### config.mk
export PLATFORM = sky130hd
export DESIGN_NAME = id_ex_hazard_ctrl
export DESIGN_NICKNAME = d
export VERILOG_FILES = /design/src/rtl/mips_pipe_pkg.sv /design/src/rtl/forward_unit.sv /design/src/rtl/id_ex_hazard_ctrl.sv
export SDC_FILE = /design/constraint.sdc
export NUM_CORES = 1
export LEC_CHECK = 0
export ABC_AREA = 1
export CAP_MARGIN = 20
export CELL_PAD_IN_SITES_DETAIL_PLACEMENT = 0
export CELL_PAD_IN_SITES_GLOBAL_PLACEMENT = 1
export CORE_MARGIN = 2
export CORE_UTILIZATION = 32
export CTS_CLUSTER_DIAMETER = 60
export CTS_CLUSTER_SIZE = 16
export DETAILED_ROUTE_END_ITERATION = 7
export PLACE_DENSITY_LB_ADDON = 0.25
export SETUP_SLACK_MARGIN = 0.1
export SLEW_MARGIN = 20
export SYNTH_ARGS = -nofsm -noshare
export SYNTH_HDL_FRONTEND = slang
export SYNTH_SLANG_ARGS = --single-unit
### constraint.sdc
create_clock -name clk -period 2.1 [get_ports clk]
set_input_delay 0.21 -clock clk [delete_from_list [all_inputs] [get_ports clk]]
set_output_delay 0.21 -clock clk [all_outputs]
set_load 0.01 [all_outputs]
### src/rtl/mips_pipe_pkg.sv
// Shared definitions for the 5-stage MIPS pipeline control path: forwarding selects,
// ALU operation codes and the decoder control bundle carried down the pipe.
package mips_pipe_pkg;

  localparam logic [1:0] FWD_RF  = 2'b00;
  localparam logic [1:0] FWD_MEM = 2'b10;
  localparam logic [1:0] FWD_WB  = 2'b01;

  localparam logic [2:0] ALU_OP_ADD   = 3'b000;
  localparam logic [2:0] ALU_OP_SUB   = 3'b001;
  localparam logic [2:0] ALU_OP_AND   = 3'b010;
  localparam logic [2:0] ALU_OP_OR    = 3'b011;
  localparam logic [2:0] ALU_OP_SLT   = 3'b100;
  localparam logic [2:0] ALU_OP_FUNCT = 3'b111;

  // Decoder controls that travel with an instruction; jump is consumed in ID and not carried.
  typedef struct packed {
    logic reg_dst;
    logic alu_src;
    logic mem_to_reg;
    logic reg_write;
    logic mem_read;
    logic mem_write;
    logic branch;
  } ctrl_bundle_t;

  // Strip every architecturally visible side effect from a bundle.
  function automatic ctrl_bundle_t kill_side_effects(ctrl_bundle_t c);
    ctrl_bundle_t r;
    r            = c;
    r.mem_to_reg = 1'b0;
    r.reg_write  = 1'b0;
    r.mem_read   = 1'b0;
    r.mem_write  = 1'b0;
    return r;
  endfunction

endpackage

### src/rtl/forward_unit.sv
// EX operand forwarding select: picks MEM over WB over the register file, never for $0.
module forward_unit
  import mips_pipe_pkg::*;
#(
  parameter int unsigned REG_ADDR_W = 5
) (
  input  logic                  mem_valid,
  input  logic                  mem_reg_write,
  input  logic [REG_ADDR_W-1:0] mem_dest,
  input  logic                  wb_valid,
  input  logic                  wb_reg_write,
  input  logic [REG_ADDR_W-1:0] wb_dest,
  input  logic [REG_ADDR_W-1:0] ex_rs,
  input  logic [REG_ADDR_W-1:0] ex_rt,
  output logic [1:0]            forward_a,
  output logic [1:0]            forward_b
);

  logic mem_src_ok;
  logic wb_src_ok;

  always_comb begin
    mem_src_ok = mem_valid & mem_reg_write & (mem_dest != '0);
    wb_src_ok  = wb_valid & wb_reg_write & (wb_dest != '0);
  end

  always_comb begin
    forward_a = FWD_RF;
    if (mem_src_ok && (mem_dest == ex_rs)) begin
      forward_a = FWD_MEM;
    end else if (wb_src_ok && (wb_dest == ex_rs)) begin
      forward_a = FWD_WB;
    end
  end

  always_comb begin
    forward_b = FWD_RF;
    if (mem_src_ok && (mem_dest == ex_rt)) begin
      forward_b = FWD_MEM;
    end else if (wb_src_ok && (wb_dest == ex_rt)) begin
      forward_b = FWD_WB;
    end
  end

endmodule

### src/rtl/id_ex_hazard_ctrl.sv
// Pipeline control registers ID->EX->MEM->WB with load-use stall, branch/jump flush,
// operand forwarding selects and a saturating stall-cycle counter.
module id_ex_hazard_ctrl
  import mips_pipe_pkg::*;
#(
  parameter int unsigned REG_ADDR_W  = 5,
  parameter int unsigned ALU_OP_W    = 3,
  parameter int unsigned STALL_CNT_W = 16
) (
  input  logic                   clk,
  input  logic                   reset,
  input  logic                   id_valid,
  input  logic                   id_reg_dst,
  input  logic                   id_alu_src,
  input  logic                   id_mem_to_reg,
  input  logic                   id_reg_write,
  input  logic                   id_mem_read,
  input  logic                   id_mem_write,
  input  logic                   id_branch,
  input  logic                   id_jump,
  input  logic [ALU_OP_W-1:0]    id_alu_op,
  input  logic [REG_ADDR_W-1:0]  id_rs,
  input  logic [REG_ADDR_W-1:0]  id_rt,
  input  logic [REG_ADDR_W-1:0]  id_rd,
  input  logic                   ex_branch_taken,
  output logic                   ex_valid,
  output logic                   ex_alu_src,
  output logic                   ex_branch,
  output logic                   ex_mem_read,
  output logic                   ex_mem_write,
  output logic                   ex_mem_to_reg,
  output logic                   ex_reg_write,
  output logic [ALU_OP_W-1:0]    ex_alu_op,
  output logic [REG_ADDR_W-1:0]  ex_rs,
  output logic [REG_ADDR_W-1:0]  ex_rt,
  output logic [REG_ADDR_W-1:0]  ex_dest,
  output logic                   mem_valid,
  output logic                   mem_mem_read,
  output logic                   mem_mem_write,
  output logic                   mem_mem_to_reg,
  output logic                   mem_reg_write,
  output logic [REG_ADDR_W-1:0]  mem_dest,
  output logic                   wb_valid,
  output logic                   wb_mem_to_reg,
  output logic                   wb_reg_write,
  output logic [REG_ADDR_W-1:0]  wb_dest,
  output logic                   pc_write,
  output logic                   ifid_write,
  output logic                   ifid_flush,
  output logic [1:0]             forward_a,
  output logic [1:0]             forward_b,
  output logic [STALL_CNT_W-1:0] stall_count
);

  // EX stage
  logic                  ex_valid_q, ex_valid_d;
  ctrl_bundle_t          ex_ctrl_q, ex_ctrl_d;
  logic [ALU_OP_W-1:0]   ex_alu_op_q, ex_alu_op_d;
  logic [REG_ADDR_W-1:0] ex_rs_q, ex_rs_d;
  logic [REG_ADDR_W-1:0] ex_rt_q, ex_rt_d;
  logic [REG_ADDR_W-1:0] ex_rd_q, ex_rd_d;

  // MEM stage
  logic                  mem_valid_q, mem_valid_d;
  logic                  mem_mem_read_q, mem_mem_read_d;
  logic                  mem_mem_write_q, mem_mem_write_d;
  logic                  mem_mem_to_reg_q, mem_mem_to_reg_d;
  logic                  mem_reg_write_q, mem_reg_write_d;
  logic [REG_ADDR_W-1:0] mem_dest_q, mem_dest_d;

  // WB stage
  logic                  wb_valid_q, wb_valid_d;
  logic                  wb_mem_to_reg_q, wb_mem_to_reg_d;
  logic                  wb_reg_write_q, wb_reg_write_d;
  logic [REG_ADDR_W-1:0] wb_dest_q, wb_dest_d;

  logic [STALL_CNT_W-1:0] stall_count_q, stall_count_d;

  ctrl_bundle_t          id_ctrl;
  logic [REG_ADDR_W-1:0] ex_dest_w;
  logic                  id_uses_rt;
  logic                  load_use;
  logic                  stall;
  logic                  ex_bubble;

  always_comb begin
    id_ctrl.reg_dst    = id_reg_dst;
    id_ctrl.alu_src    = id_alu_src;
    id_ctrl.mem_to_reg = id_mem_to_reg;
    id_ctrl.reg_write  = id_reg_write;
    id_ctrl.mem_read   = id_mem_read;
    id_ctrl.mem_write  = id_mem_write;
    id_ctrl.branch     = id_branch;
  end

  always_comb begin
    ex_dest_w  = ex_ctrl_q.reg_dst ? ex_rd_q : ex_rt_q;
    id_uses_rt = id_reg_dst | id_mem_write | id_branch;
    load_use   = ex_valid_q & ex_ctrl_q.mem_read & (ex_dest_w != '0) & id_valid &
                 ((ex_dest_w == id_rs) | (id_uses_rt & (ex_dest_w == id_rt)));
    // A taken branch flushes ID anyway, so holding the front end would be pointless.
    stall      = load_use & ~ex_branch_taken;
    ex_bubble  = ex_branch_taken | load_use | ~id_valid;
  end

  always_comb begin
    pc_write   = ~stall;
    ifid_write = ~stall;
    ifid_flush = ex_branch_taken | (id_jump & id_valid & ~load_use);
  end

  always_comb begin
    ex_valid_d  = ~ex_bubble;
    ex_ctrl_d   = '0;
    ex_alu_op_d = '0;
    ex_rs_d     = '0;
    ex_rt_d     = '0;
    ex_rd_d     = '0;
    if (!ex_bubble) begin
      ex_ctrl_d   = id_jump ? kill_side_effects(id_ctrl) : id_ctrl;
      ex_alu_op_d = id_alu_op;
      ex_rs_d     = id_rs;
      ex_rt_d     = id_rt;
      ex_rd_d     = id_rd;
    end
  end

  always_comb begin
    mem_valid_d      = ex_valid_q;
    mem_mem_read_d   = ex_valid_q & ex_ctrl_q.mem_read;
    mem_mem_write_d  = ex_valid_q & ex_ctrl_q.mem_write;
    mem_mem_to_reg_d = ex_valid_q & ex_ctrl_q.mem_to_reg;
    mem_reg_write_d  = ex_valid_q & ex_ctrl_q.reg_write;
    mem_dest_d       = ex_dest_w;

    wb_valid_d       = mem_valid_q;
    wb_mem_to_reg_d  = mem_valid_q & mem_mem_to_reg_q;
    wb_reg_write_d   = mem_valid_q & mem_reg_write_q;
    wb_dest_d        = mem_dest_q;
  end

  always_comb begin
    stall_count_d = stall_count_q;
    if (stall && (stall_count_q != '1)) begin
      stall_count_d = stall_count_q + STALL_CNT_W'(1);
    end
  end

  always_ff @(posedge clk) begin
    if (reset) begin
      ex_valid_q       <= 1'b0;
      ex_ctrl_q        <= '0;
      ex_alu_op_q      <= '0;
      ex_rs_q          <= '0;
      ex_rt_q          <= '0;
      ex_rd_q          <= '0;
      mem_valid_q      <= 1'b0;
      mem_mem_read_q   <= 1'b0;
      mem_mem_write_q  <= 1'b0;
      mem_mem_to_reg_q <= 1'b0;
      mem_reg_write_q  <= 1'b0;
      mem_dest_q       <= '0;
      wb_valid_q       <= 1'b0;
      wb_mem_to_reg_q  <= 1'b0;
      wb_reg_write_q   <= 1'b0;
      wb_dest_q        <= '0;
      stall_count_q    <= '0;
    end else begin
      ex_valid_q       <= ex_valid_d;
      ex_ctrl_q        <= ex_ctrl_d;
      ex_alu_op_q      <= ex_alu_op_d;
      ex_rs_q          <= ex_rs_d;
      ex_rt_q          <= ex_rt_d;
      ex_rd_q          <= ex_rd_d;
      mem_valid_q      <= mem_valid_d;
      mem_mem_read_q   <= mem_mem_read_d;
      mem_mem_write_q  <= mem_mem_write_d;
      mem_mem_to_reg_q <= mem_mem_to_reg_d;
      mem_reg_write_q  <= mem_reg_write_d;
      mem_dest_q       <= mem_dest_d;
      wb_valid_q       <= wb_valid_d;
      wb_mem_to_reg_q  <= wb_mem_to_reg_d;
      wb_reg_write_q   <= wb_reg_write_d;
      wb_dest_q        <= wb_dest_d;
      stall_count_q    <= stall_count_d;
    end
  end

  always_comb begin
    ex_valid       = ex_valid_q;
    ex_alu_src     = ex_ctrl_q.alu_src;
    ex_branch      = ex_ctrl_q.branch;
    ex_mem_read    = ex_ctrl_q.mem_read;
    ex_mem_write   = ex_ctrl_q.mem_write;
    ex_mem_to_reg  = ex_ctrl_q.mem_to_reg;
    ex_reg_write   = ex_ctrl_q.reg_write;
    ex_alu_op      = ex_alu_op_q;
    ex_rs          = ex_rs_q;
    ex_rt          = ex_rt_q;
    ex_dest        = ex_dest_w;
    mem_valid      = mem_valid_q;
    mem_mem_read   = mem_mem_read_q;
    mem_mem_write  = mem_mem_write_q;
    mem_mem_to_reg = mem_mem_to_reg_q;
    mem_reg_write  = mem_reg_write_q;
    mem_dest       = mem_dest_q;
    wb_valid       = wb_valid_q;
    wb_mem_to_reg  = wb_mem_to_reg_q;
    wb_reg_write   = wb_reg_write_q;
    wb_dest        = wb_dest_q;
    stall_count    = stall_count_q;
  end

  forward_unit #(
    .REG_ADDR_W(REG_ADDR_W)
  ) u_forward_unit (
    .mem_valid    (mem_valid_q),
    .mem_reg_write(mem_reg_write_q),
    .mem_dest     (mem_dest_q),
    .wb_valid     (wb_valid_q),
    .wb_reg_write (wb_reg_write_q),
    .wb_dest      (wb_dest_q),
    .ex_rs        (ex_rs_q),
    .ex_rt        (ex_rt_q),
    .forward_a    (forward_a),
    .forward_b    (forward_b)
  );

endmodule

==> impl_metrics.csv <==
group,metric,value,unit
cts,cts.sinks,60,
critical_path,worstPathRequired,1890,ps
synth,ys_warn_count,0,
placed_design,port_buffers,95,
die,row_count,35,
synth,async_flop_share,0,
detailed_routing,avgViaCountPerCell,4.35,
timing,clock-skew-final,9.97,ps
timing,fin_ws,156,ps
timing,maxSlewViolCount,0,
die,die_x,100,µm
detailed_routing,wl_per_cell,12.0,µm
cts,clockBufferDepth,2,
cts,h-tree-depth,3,
synth,ys_seq_elements,60,
timing,worst_pin_slew,567,ps
final_layout,layout_common_cells,"86 x clkdlybuf4s50_1, 80 x inv_1, 78 x nand2_1",
final_layout,n_antenna_cell,0,
die,num_io_pins,96,
placed_design,dp_slack,-79.5,ps
cts,numCtsBuffers,9,
cts,cts_root_buf,"clkbuf_8",
final_layout,area_growth,57.5,%
detailed_routing,drc,0,
critical_path,critPathMaxFanout,8,
synth,synth_area,2970,µm²
global_routing,gr-total-overflow,0,
pwr,p_leak,2.16,nW
timing,max_freq,514,MHz
synth,yosysSeqAreaShare,0.405,
final_layout,layout.nets,583,
detailed_routing,ant_nets,0,
synth,syn_nets,454,
synth,syn-instance-count,423,
timing,finalCriticalPeriod,1940,ps
die,dieArea,10100,µm²
placed_design,dp_cells,648,
detailed_routing,drtIter0Drc,56,
final_layout,largest_reg_flops,16,
synth,avgSynthCellArea,7.01,µm²
outcome,status,"complete, no violations",
cts,clk_pin_slew,70,ps
timing,grt_setup_unrepaired,"yes",
flow_run,maxCapViolations,0,
final_layout,fin_cells,668,
synth,synth_edf_count,0,
detailed_routing,num_vias,2904,
global_routing,grt_first_pass_wirelength,12800,µm
hold_path,hp-class,"in -> reg",
placed_design,hpwl,6030,µm
final_layout,finish.utilization,0.513,
critical_path,arrival,1730,ps
placed_design,gp_congestion,0.894,
detailed_routing,first_pass_iters,4,
global_routing,grt_max_degree,22,
global_routing,antenna_found_initial,0,
timing,setup_violations,0,
critical_path,critPathCaptureType,"output port",
pwr,powerDensity,562,nW/µm²
final_layout,final_common_cell,"clkdlybuf4s50_1",
cts,cts_tree,"done",
final_layout,fillCellCount,933,
pwr,vdd_drop_max,0.000281,V
synth,synth_cell_types,30,
final_layout,drive_above_1_share,0.228,
critical_path,crit_path_start_kind,"flip-flop",
detailed_routing,drt-total-wl,8010,µm
die,coreArea,9110,µm²
synth,yosys_most_used_dff,"dfxtp_1",
timing,finalCritPeriodShare,0.926,
cts,insertion_delay,330,ps
die,die_height,100,µm
die,start_util,0.326,
timing,worst_slew_margin_rel,0.622,
critical_path,worstSetupPathType,"reg -> out",
global_routing,grt_usage,0.161,
timing,final_hold_viol_count,0,
timing,whs,392,ps
global_routing,grt_pass1_vias,2721,
-- metal layers --
metal,wire length [µm],up-vias,track usage,share of wire
met3,528,11,0.0362,0.066
li1,-,1535,-,-
met4,108,0,0.0601,0.013
met5,0,-,0,0
met2,3550,89,0.246,0.44
met1,3820,1269,0.223,0.48
-- report_power, final --
group	leakage, nW	internal, mW	switching (mW)
Clock	0.109	0.663	0.468
Sequential	0.489	1.16	0.0189
Combinational	1.57	0.166	0.156
Total	2.16	1.98	0.643
-- cell type report --
cell class | count | area (µm²) | share of cell area
tap | 111 | 139 | 0.0297
sequential | 60 | 1210 | 0.259
clock inverter | 7 | 91.3 | 0.0196
clock buffer | 9 | 124 | 0.0265
multi-input combinational | 273 | 1580 | 0.339
inverter | 82 | 313 | 0.0670
timing repair buffer | 126 | 1210 | 0.259
-- Yosys cell counts (2+ instances only) --
master | number | area (µm²)
buf_4 | 2 | 15.0
buf_6 | 3 | 33.8
clkbuf_1 | 2 | 7.51
dfxtp_1 | 60 | 1200
inv_1 | 80 | 300
inv_2 | 2 | 7.51
nand2_1 | 89 | 334
nand2_2 | 7 | 43.8
nand2_4 | 3 | 33.8
nand3_1 | 26 | 130
nand3_2 | 3 | 30.0
nand4_1 | 10 | 62.6
nor2_1 | 68 | 255
nor2_2 | 20 | 125
nor2_4 | 3 | 33.8
nor3_1 | 5 | 25.0
nor4_1 | 2 | 12.5
o21ai_0 | 8 | 40.0
o21bai_1 | 4 | 30.0
xnor2_1 | 7 | 61.3
xor2_1 | 10 | 87.6
-- worst max-delay path, stage by stage, from the launching register on --
cell     delay (ps)
dfxtp_4         370
buf_12          150
nand2_8          70
nand2_4          60
nand2_2          60
nand2_2          60
nor2_4          110
nand3_2         100
nand2_4         100
buf_6           100
nand3_4          80
buf_6           150
-- what timing repair did --
action | in CTS | in global routing
gates cloned | 0 | 0
hold buffers | 0 | 0
endpoints found under the setup margin | 7 | 19
pin swaps | 3 | 15
gates resized for setup | 29 | 50
setup buffers | 3 | 2
-- kinds of logic (layout without fill, tap and decap cells) --
family	after synthesis	in the layout	synth area share
AND/OR/NAND/NOR	241	241	0.388
buffers and inverters	90	224	0.124
flip-flops	60	60	0.405
XOR/XNOR	17	17	0.0502
AO/OA/AOI/OAI	14	14	0.0283
adder cells (fa/ha/maj)	1	1	0.00422
-- per-stage QoR --
stage / area, µm² / TNS (ps) / total power, mW
after floorplan: 2970 / 0 / 1.33
after global placement: 4210 / -62.0 / 1.49
after detailed placement: 4210 / -79.5 / 1.49
after CTS: 4460 / 0 / 2.64
after global routing: 4670 / 0 / 2.75
final: 4670 / 0 / 2.63
-- worst paths after layout --
kind                                 from                          end  slack [ps]  depth (start not counted)
setup reg to reg  ex_ctrl_q[6]$_SDFF_PP0_  stall_count[5]$_SDFFE_PP0P_         250                         14
hold reg to reg   ex_mem_write$_SDFF_PP0_     mem_mem_write$_SDFF_PP0_         430                          2
setup / recovery  ex_ctrl_q[6]$_SDFF_PP0_                   ifid_write         160                         11
hold / removal                   id_rd[0]        ex_rd_q[0]$_SDFF_PP0_         390                          3
(Power assumes the default switching activity.)
